## config.mk

```make
export PLATFORM = sky130hd
export DESIGN_NAME = ofifo_multi
export DESIGN_NICKNAME = d
export VERILOG_FILES = /design/src/rtl/ofifo_pkg.sv /design/src/rtl/ofifo_col_buf.sv /design/src/rtl/ofifo_multi.sv
export SDC_FILE = /design/constraint.sdc
export NUM_CORES = 1
export LEC_CHECK = 0
export BUFFER_PORTS_ARGS = -buffer_cell sky130_fd_sc_hd__buf_4
export CORE_MARGIN = 2
export CORE_UTILIZATION = 56
export CTS_BUF_LIST = sky130_fd_sc_hd__clkbuf_16
export DETAILED_ROUTE_END_ITERATION = 10
export PLACE_DENSITY = 0.76
export SYNTH_ARGS = -nofsm -noshare
export SYNTH_HDL_FRONTEND = slang
export SYNTH_HIERARCHICAL = 1
export SYNTH_SLANG_ARGS = --single-unit
```

## constraint.sdc

```tcl
create_clock -name clk -period 9.9 [get_ports clk]
set_clock_uncertainty 0.2 [all_clocks]
set_input_delay 0.495 -clock clk [delete_from_list [all_inputs] [get_ports clk]]
set_output_delay 0.495 -clock clk [all_outputs]
set_load 0.01 [all_outputs]
```

## src/rtl/ofifo_pkg.sv

```systemverilog
// Shared widths and helpers for the ofifo_multi output FIFO bank.
package ofifo_pkg;

  function automatic int OFIFO_PTR_W(input int depth);
    return $clog2(depth);
  endfunction

  // One extra bit so a column can represent "exactly DEPTH entries".
  function automatic int OFIFO_CNT_W(input int depth);
    return $clog2(depth) + 1;
  endfunction

  function automatic int unsigned ofifo_min(input int unsigned a, input int unsigned b);
    return (a < b) ? a : b;
  endfunction

endpackage

```

## src/rtl/ofifo_col_buf.sv

```systemverilog
// One column of the output FIFO bank: circular storage, pointers and occupancy count.
module ofifo_col_buf
  import ofifo_pkg::*;
#(
  parameter int BW    = 4,
  parameter int DEPTH = 16,
  localparam int PTR_W = OFIFO_PTR_W(DEPTH),
  localparam int CNT_W = OFIFO_CNT_W(DEPTH)
) (
  input  logic             clk,
  input  logic             reset,
  input  logic             wr,
  input  logic             pop,
  input  logic [BW-1:0]    din,
  output logic [BW-1:0]    dout,
  output logic [CNT_W-1:0] count,
  output logic             full,
  output logic             empty
);

  logic [PTR_W-1:0] wptr_q, wptr_d;
  logic [PTR_W-1:0] rptr_q, rptr_d;
  logic [CNT_W-1:0] count_q, count_d;
  logic [BW-1:0]    mem_q [DEPTH];
  logic             wr_en;

  assign full  = (count_q == CNT_W'(DEPTH));
  assign empty = (count_q == '0);
  assign count = count_q;
  assign dout  = mem_q[rptr_q];

  // A full column still accepts a write when the same edge pops a row.
  assign wr_en = wr & (~full | pop);

  always_comb begin
    // NOTE: every always_comb output gets a default first so no latch is inferred.
    wptr_d  = wptr_q;
    rptr_d  = rptr_q;
    count_d = count_q;
    if (wr_en) wptr_d = wptr_q + PTR_W'(1);
    if (pop)   rptr_d = rptr_q + PTR_W'(1);
    unique case ({wr_en, pop})
      2'b10:   count_d = count_q + CNT_W'(1);
      2'b01:   count_d = count_q - CNT_W'(1);
      default: count_d = count_q;
    endcase
  end

  always_ff @(posedge clk) begin
    // NOTE: sequential state uses non-blocking assignments only.
    if (reset) begin
      wptr_q  <= '0;
      rptr_q  <= '0;
      count_q <= '0;
    end else begin
      wptr_q  <= wptr_d;
      rptr_q  <= rptr_d;
      count_q <= count_d;
    end
  end

  // NOTE: storage is deliberately not reset; the count alone decides what is valid.
  always_ff @(posedge clk) begin
    if (wr_en) mem_q[wptr_q] <= din;
  end

endmodule

```

## src/rtl/ofifo_multi.sv

```systemverilog
// Output FIFO bank: COL column buffers with row-wide FWFT read.
// Optional sticky error flags enabled by defining OFIFO_MULTI_ERR_FLAGS_EN.
module ofifo_multi
  import ofifo_pkg::*;
#(
  parameter int COL          = 8,
  parameter int BW           = 4,
  parameter int DEPTH        = 16,
  parameter int AFULL_THRESH = 14,
  localparam int CNT_W = OFIFO_CNT_W(DEPTH)
) (
  input  logic              clk,
  input  logic              reset,
  input  logic [COL-1:0]    wr,
  input  logic [COL*BW-1:0] in,
  input  logic              rd,
  output logic [COL*BW-1:0] out,
  output logic              o_valid,
  output logic              o_ready,
  output logic              o_full,
  output logic              o_afull,
  output logic [CNT_W-1:0]  o_level
`ifdef OFIFO_MULTI_ERR_FLAGS_EN
  ,
  output logic              o_overflow,
  output logic              o_underflow
`endif
);

  logic [BW-1:0]    head  [COL];
  logic [CNT_W-1:0] count [COL];
  logic [COL-1:0]   col_full;
  logic [COL-1:0]   col_empty;
  logic             pop;

  assign pop = rd & o_valid;

  for (genvar i = 0; i < COL; i++) begin : g_col
    ofifo_col_buf #(
      .BW    (BW),
      .DEPTH (DEPTH)
    ) u_col (
      .clk   (clk),
      .reset (reset),
      .wr    (wr[i]),
      .pop   (pop),
      .din   (in[BW*i +: BW]),
      .dout  (head[i]),
      .count (count[i]),
      .full  (col_full[i]),
      .empty (col_empty[i])
    );
  end

  always_comb begin
    int unsigned lvl;
    lvl     = DEPTH;
    o_afull = 1'b0;
    out     = '0;
    for (int i = 0; i < COL; i++) begin
      lvl = ofifo_min(lvl, int'(count[i]));
      if (count[i] >= CNT_W'(AFULL_THRESH)) o_afull = 1'b1;
    end
    o_level = CNT_W'(lvl);
    o_valid = ~|col_empty;
    o_full  = |col_full;
    o_ready = ~&col_full;
    if (o_valid) begin
      for (int i = 0; i < COL; i++) out[BW*i +: BW] = head[i];
    end
  end

`ifdef OFIFO_MULTI_ERR_FLAGS_EN
  logic overflow_q, overflow_d;
  logic underflow_q, underflow_d;

  // A write is dropped only when its column is full and no row pops this edge.
  always_comb begin
    overflow_d  = overflow_q | (|(wr & col_full) & ~pop);
    underflow_d = underflow_q | (rd & ~o_valid);
  end

  always_ff @(posedge clk) begin
    if (reset) begin
      overflow_q  <= 1'b0;
      underflow_q <= 1'b0;
    end else begin
      overflow_q  <= overflow_d;
      underflow_q <= underflow_d;
    end
  end

  assign o_overflow  = overflow_q;
  assign o_underflow = underflow_q;
`endif

endmodule

```

# [Word level (Yosys, flattened, before mapping)]
# Memory sizes are Yosys's and may differ from the RTL's. A register that Yosys moved wholly into a read port is not among the register bits.
# Cells that the tools add are included.
[op_classes] add_sub_neg=32 n_lt_le_gt_ge=16 eq_ne=24 muxes=57 bitwise=25 reduce_logical=21
[ops] op="5-bit one-hot mux with 2 select lines" n=8
[ops] op="4-bit by 1-bit adder with 4-bit output (second input constant)" n=16
[ops] op="4-bit 2-to-1 mux" n=16
[ops] op="5-bit by 1-bit adder with 5-bit output (second input constant)" n=8
[ops] op="5-bit == test (second input constant)" n=8
[ops] op="5-bit by 4-bit greater-or-equal comparator with 1-bit output (second input constant)" n=8
[ops] op="5-bit zero test" n=8
[ops] op="5-bit 2-to-1 mux" n=8
[ops] op="5-bit by 1-bit subtractor with 5-bit output (second input constant)" n=8
[ops] op="5-bit less-than comparator" n=7
[ops] op="32-bit 2-to-1 mux" n=1
[ops] op="1-bit 2-to-1 mux" n=24
[ops] op="2-bit by 1-bit == test with 1-bit output (second input constant)" n=8
[ops] op="2-bit == test (second input constant)" n=8
[ops] op="2-bit nonzero test" n=8
[ops] op="8-bit OR reduction" n=2
[ops] op="1-bit AND" n=9
[ops] op="1-bit NOT" n=8
[ops] op="1-bit bitwise OR" n=8
[ops] op="8-bit AND reduction" n=1
[ops] op="5-bit less-than comparator (first input constant)" n=1
[ops] op="1-bit zero test" n=2
[totals] register_bits=104 mem_bits_rw=512 input_bits=43 word_cells=207 memories=8
[memory_table] memory="g_col[0].u_col.mem_q" words=16 width=4 read_ports=1 rd_clocked_by_memory_dff=1 wr=1 line="ofifo_col_buf.sv:24" text="logic [BW-1:0] mem_q [DEPTH];"
[memory_table] memory="g_col[1].u_col.mem_q" words=16 width=4 read_ports=1 rd_clocked_by_memory_dff=1 wr=1 line="ofifo_col_buf.sv:24"
[memory_table] memory="g_col[2].u_col.mem_q" words=16 width=4 read_ports=1 rd_clocked_by_memory_dff=1 wr=1 line="ofifo_col_buf.sv:24"
[memory_table] memory="g_col[3].u_col.mem_q" words=16 width=4 read_ports=1 rd_clocked_by_memory_dff=1 wr=1 line="ofifo_col_buf.sv:24"
[memory_table] memory="g_col[4].u_col.mem_q" words=16 width=4 read_ports=1 rd_clocked_by_memory_dff=1 wr=1 line="ofifo_col_buf.sv:24"
[memory_table] memory="g_col[5].u_col.mem_q" words=16 width=4 read_ports=1 rd_clocked_by_memory_dff=1 wr=1 line="ofifo_col_buf.sv:24"
[memory_table] memory="2 more memories"

# [Longest topological paths before layout]
[logic_depth] depth_word=16 depth_mapped=51

# [Hierarchy]
# Netlist, hierarchy kept.
[modules_own_cells] module="ofifo_col_buf" instances=8 cells_per_inst=202 area_each_um2=3364.5 seq_area_each_um2=2262.2
[modules_own_cells] module="ofifo_multi" instances=1 cells_per_inst=243 area_each_um2=1767.9 seq_area_each_um2=0.0

# [Worst setup path before layout]
# OpenSTA, ideal clock, no wires.
[synth_timing] path_type="reg-to-output" startpoint="reg g_col[0].u_col.count_q[4]" endpoint="out o_level[1]" t_arrival_ns=9.779 required_ns=9.205 setup_slack_ns=-0.574 stages_incl_launch_ff=50 n_path_buf=4 path_cell_list="dfxtp_1 -> nor2b_1 -> ha_1 -> a21oi_2 -> o21ai_1 -> nor2_1 -> mux2_2 -> ha_1 -> a211oi_2 -> o21ba_2 -> o221a_2 -> mux2_4 -> ha_1 -> a211o_1 -> a21oi_4 -> o21a_1 -> o31a_1 -> buf_4 -> (+14 left out) -> buf_2 -> o31ai_2 -> ha_1 -> a21oi_1 -> o21ai_0 -> nor2_1 -> a31o_2 -> or2_1 -> a21o_1 -> buf_6 -> mux2_2 -> ha_1 -> a21o_1 -> a21o_1 -> a21oi_1 -> o21ai_2 -> buf_4 -> a221o_1"
[synth_between] elab_chain_cells=16
[synth_rtl] item="start: declaration" line="ofifo_col_buf.sv:23" text="logic [CNT_W-1:0] count_q, count_d;"
[synth_rtl] item="start signal: assignment" line="ofifo_col_buf.sv:58" text="count_q <= count_d;"
[synth_rtl] item="5-bit less-than comparator" line="ofifo_pkg.sv:14" text="return (a < b) ? a : b;"
[synth_rtl] item="5-bit 2-to-1 mux *" line="ofifo_pkg.sv:14"
[synth_rtl] item="5-bit less-than comparator" line="ofifo_pkg.sv:14"
[synth_rtl] item="5-bit 2-to-1 mux *" line="ofifo_pkg.sv:14"
[synth_rtl] item="5-bit less-than comparator" line="ofifo_pkg.sv:14"
[synth_rtl] item="5-bit 2-to-1 mux *" line="ofifo_pkg.sv:14"
[synth_rtl] item="5-bit less-than comparator" line="ofifo_pkg.sv:14"
[synth_rtl] item="5-bit 2-to-1 mux *" line="ofifo_pkg.sv:14"
[synth_rtl] item="5-bit less-than comparator" line="ofifo_pkg.sv:14"
[synth_rtl] item="5-bit 2-to-1 mux *" line="ofifo_pkg.sv:14"
[synth_rtl] item="5-bit less-than comparator" line="ofifo_pkg.sv:14"
[synth_rtl] item="5-bit 2-to-1 mux *" line="ofifo_pkg.sv:14"
[synth_rtl] item="5-bit less-than comparator" line="ofifo_pkg.sv:14"
[synth_rtl] item="5-bit 2-to-1 mux *" line="ofifo_pkg.sv:14"
[synth_rtl] item="5-bit less-than comparator" line="ofifo_pkg.sv:14"
[synth_rtl] item="5-bit 2-to-1 mux *" line="ofifo_pkg.sv:14"
[synth_rtl] item="end: declaration" line="ofifo_multi.sv:22" text="output logic [CNT_W-1:0] o_level"
# Every way passes the cells marked *; elsewhere a longest branch is shown, timed or not.

# [Worst setup path in the final report]
# Ends and elaborated chain as after synthesis.

==> results.ini <==
[clocking]
h-tree-depth=3
clk_latency_ps=600
cts_tree=done
cts_root_buffer=clkbuf_16
cts-buffers-inserted=67
clkTransAtPathRegs_ps=60
cts_buffer_depth=3
cts_num_sinks=648

[grt]
grt_pass1_vias=16916
grt-ovfl-total=0
grt_pass1_wl_um=92700
grt_usage_pct=22.4
grt_max_degree=65
antenna_found_initial=0

[logic_synthesis]
synth_cells=1859
syn_area_um2=28700
synth_flop_cell=edfxtp_1
synth-seq-cells=648
yosysWarningCount=6
avgSynthCellArea_um2=15.4
ys_seq_area_share_pct=63.1
synth.distinct_cells=61
async_reset_ff_share_pct=0
synth_enable_flop_cells=512
synth_nets=2002

[detailed_routing]
detail-route-antenna-nets=0
drt-total-wl_um=58500
via_per_inst=5.99
drc=0
drtIter0Drc=1318
post_drt_wl_per_cell_um=21.0
firstDrtPassIters=7
vias=16643

[sta]
finalMaxSlewViolations=0
worstMarginPinSlew_ps=1150
timing.fmax_ghz=0.0910
timing.hold.ws_ps=33.9
fin_crit_sh_pct=111
min_period_ps=11000
rsz0062_at_grt=true
slew_headroom_pct=22.9
setup_tns_ps=-5370
setup_violations=5
hold_viol_final=0
postLayoutSetupSlackWorst_ps=-1100

[power_and_ir_drop]
p_leak_nw=11.4
ir_drop_v=0.000138
total_power_mw=6.42
powerDensity_nw_per_um2=192

[floorplanning]
initial_utilization_pct=56.9
die_h_um=230
ios=84
die_w_um=230
die_area_um2=53000
core_area_um2=50400
row_count=82

[layout]
final_cell_area_um2=33500
post-route-util_pct=66.4
fin_nets=2198
area_delta_synth_final_pct=16.6
drive_gt1_share_pct=25.9
n_fill_cell=3305
antenna_cells=0
final_cells=2780

[worst_setup_path]
critPathMaxStageDelay_ps=390
worst-path-max-fanout=8
cp_common_cell=ha_4
crit_path_top_delay_cell=dfxtp_4
cp-end-kind=output pin
crit_type=register to output pin
crit_arrival_ps=10300
cp.required_ps=9210
start_kind=register

[placed_design]
portBuffers=83
place.gp.congestion=0.822
dpl_cell_area_um2=30400
numPlacedInstances=2602
hpwl_um=37900
pre_cts_ws_ps=-767

[hold_path]
min_path_type=input pin to register

[job]
maxCapViolCount=0

[outcome]
status=finished with violations
violations=negative setup slack

sequential cells by signal, indices dropped and copies added, names as in the netlist, named ones only:
signal,cells
g_col.u_col/wptr_q,32
g_col.u_col/rptr_q,32
g_col.u_col/count,40
g_col.u_col/mem_q,512
cell type report:
cell class	instances	area, um2	area share [%]
multi-input combinational	1063	10400	31.0
timing repair buffer	205	1660	4.96
clock buffer	72	1800	5.39
tap	672	841	2.51
inverter	70	263	0.785
clock inverter	50	409	1.22
sequential	648	18100	54.1
synthesized netlist by cell type (24+ instances only):
cell type | number | area share (%)
clkbuf_1 | 43 | 0.56
o21ai_0 | 36 | 0.63
nand2b_1 | 26 | 0.57
and2_1 | 33 | 0.72
nor3_1 | 43 | 0.75
xor2_1 | 32 | 0.98
a211oi_1 | 25 | 0.65
nand3_1 | 63 | 1.1
edfxtp_1 | 512 | 54
nand2_1 | 52 | 0.68
a21oi_1 | 67 | 1.2
a21o_1 | 24 | 0.63
dfxtp_1 | 136 | 9.5
inv_1 | 62 | 0.81
nor2_1 | 199 | 2.6
mux4_2 | 160 | 13
ha_1 | 92 | 4.0
repair_timing:
action,4_1_cts,5_1_grt
cloned,1,0
setup buffers,23,7
hold endpoints to repair,296,0
gates resized for setup,34,23
hold buffers,25,0
setup endpoints to repair,5,5
pin swaps,36,21
worst paths after layout:
| path | start | to | slack, ps | depth (start not counted) |
|---|---|---|---|---|
| worst max-delay path | g_col[0].u_col/count[4]$_SDFFE_PP0P_ | o_level[1] | -1100 | 49 |
| worst min-delay path | wr[1] | g_col[1].u_col/wptr_q[1]$_SDFFE_PP0P_ | 30 | 3 |
| worst max register to register | g_col[6].u_col/count[0]$_SDFFE_PP0P_ | g_col[4].u_col/count[4]$_SDFFE_PP0P_ | 4140 | 13 |
| worst min register to register | g_col[5].u_col/wptr_q[1]$_SDFFE_PP0P_ | g_col[5].u_col/wptr_q[1]$_SDFFE_PP0P_ | 320 | 2 |
layout by cell type, fill, tap and decap left out, types with 9 or more instances in the layout:
cell and instances:
buf_4 165, clkinv_1 21, a21o_1 22, dfxtp_1 133
and2_1 32, nor2_1 194, a21oi_1 59, a211o_1 9
a21oi_2 9, xnor2_1 16, ha_1 77, nand4_1 17
inv_1 77, mux4_2 160, or4_1 10, edfxtp_1 512
nor3_1 41, a211oi_1 24, nand2_1 48, o21ai_0 34
mux2i_1 16, ha_4 14, o31ai_4 13, xor2_1 32
dlygate4sd3_1 25, nand3_1 63, buf_6 15, clkbuf_16 72
nand2b_1 25, o21a_1 12, o311ai_4 9, mux2_4 9
where the power goes:
part	switching [mW]	internal, mW
registers	0.0264	2.97
logic	0.482	0.446
clock network	1.00	1.49
total	1.51	4.91
metal layers:
metal | global-route usage [%] | wire length (um) | vias to the layer above
met1 | 29.3 | 24000 | 8460
met2 | 38.4 | 30100 | 500
met4 | 6.01 | 1240 | 0
met5 | 0 | 0 | -
met3 | 4.46 | 3160 | 93
li1 | - | - | 7590
logic make-up after synthesis:
| group | Yosys count | synth area share (%) |
|---|---|---|
| adders and majority gates | 100 | 4.57 |
| DFF | 648 | 63.1 |
| buffers and inverters | 149 | 2.39 |
| muxes | 187 | 13.6 |
| and+or+nand+nor | 492 | 8.30 |
| AOI/OAI and AO/OA | 235 | 6.59 |
| xor gates and xnor gates | 48 | 1.47 |
worst max-delay path: cells and delay by family (launching register included):
kind / cells / cell delay [ps]
compound gates: 27 / 5090
fa+ha+maj: 7 / 1540
buf+inv: 6 / 930
flops: 1 / 390
mux: 3 / 950
simple gates: 6 / 790
Power figures use the tool's default switching activity.
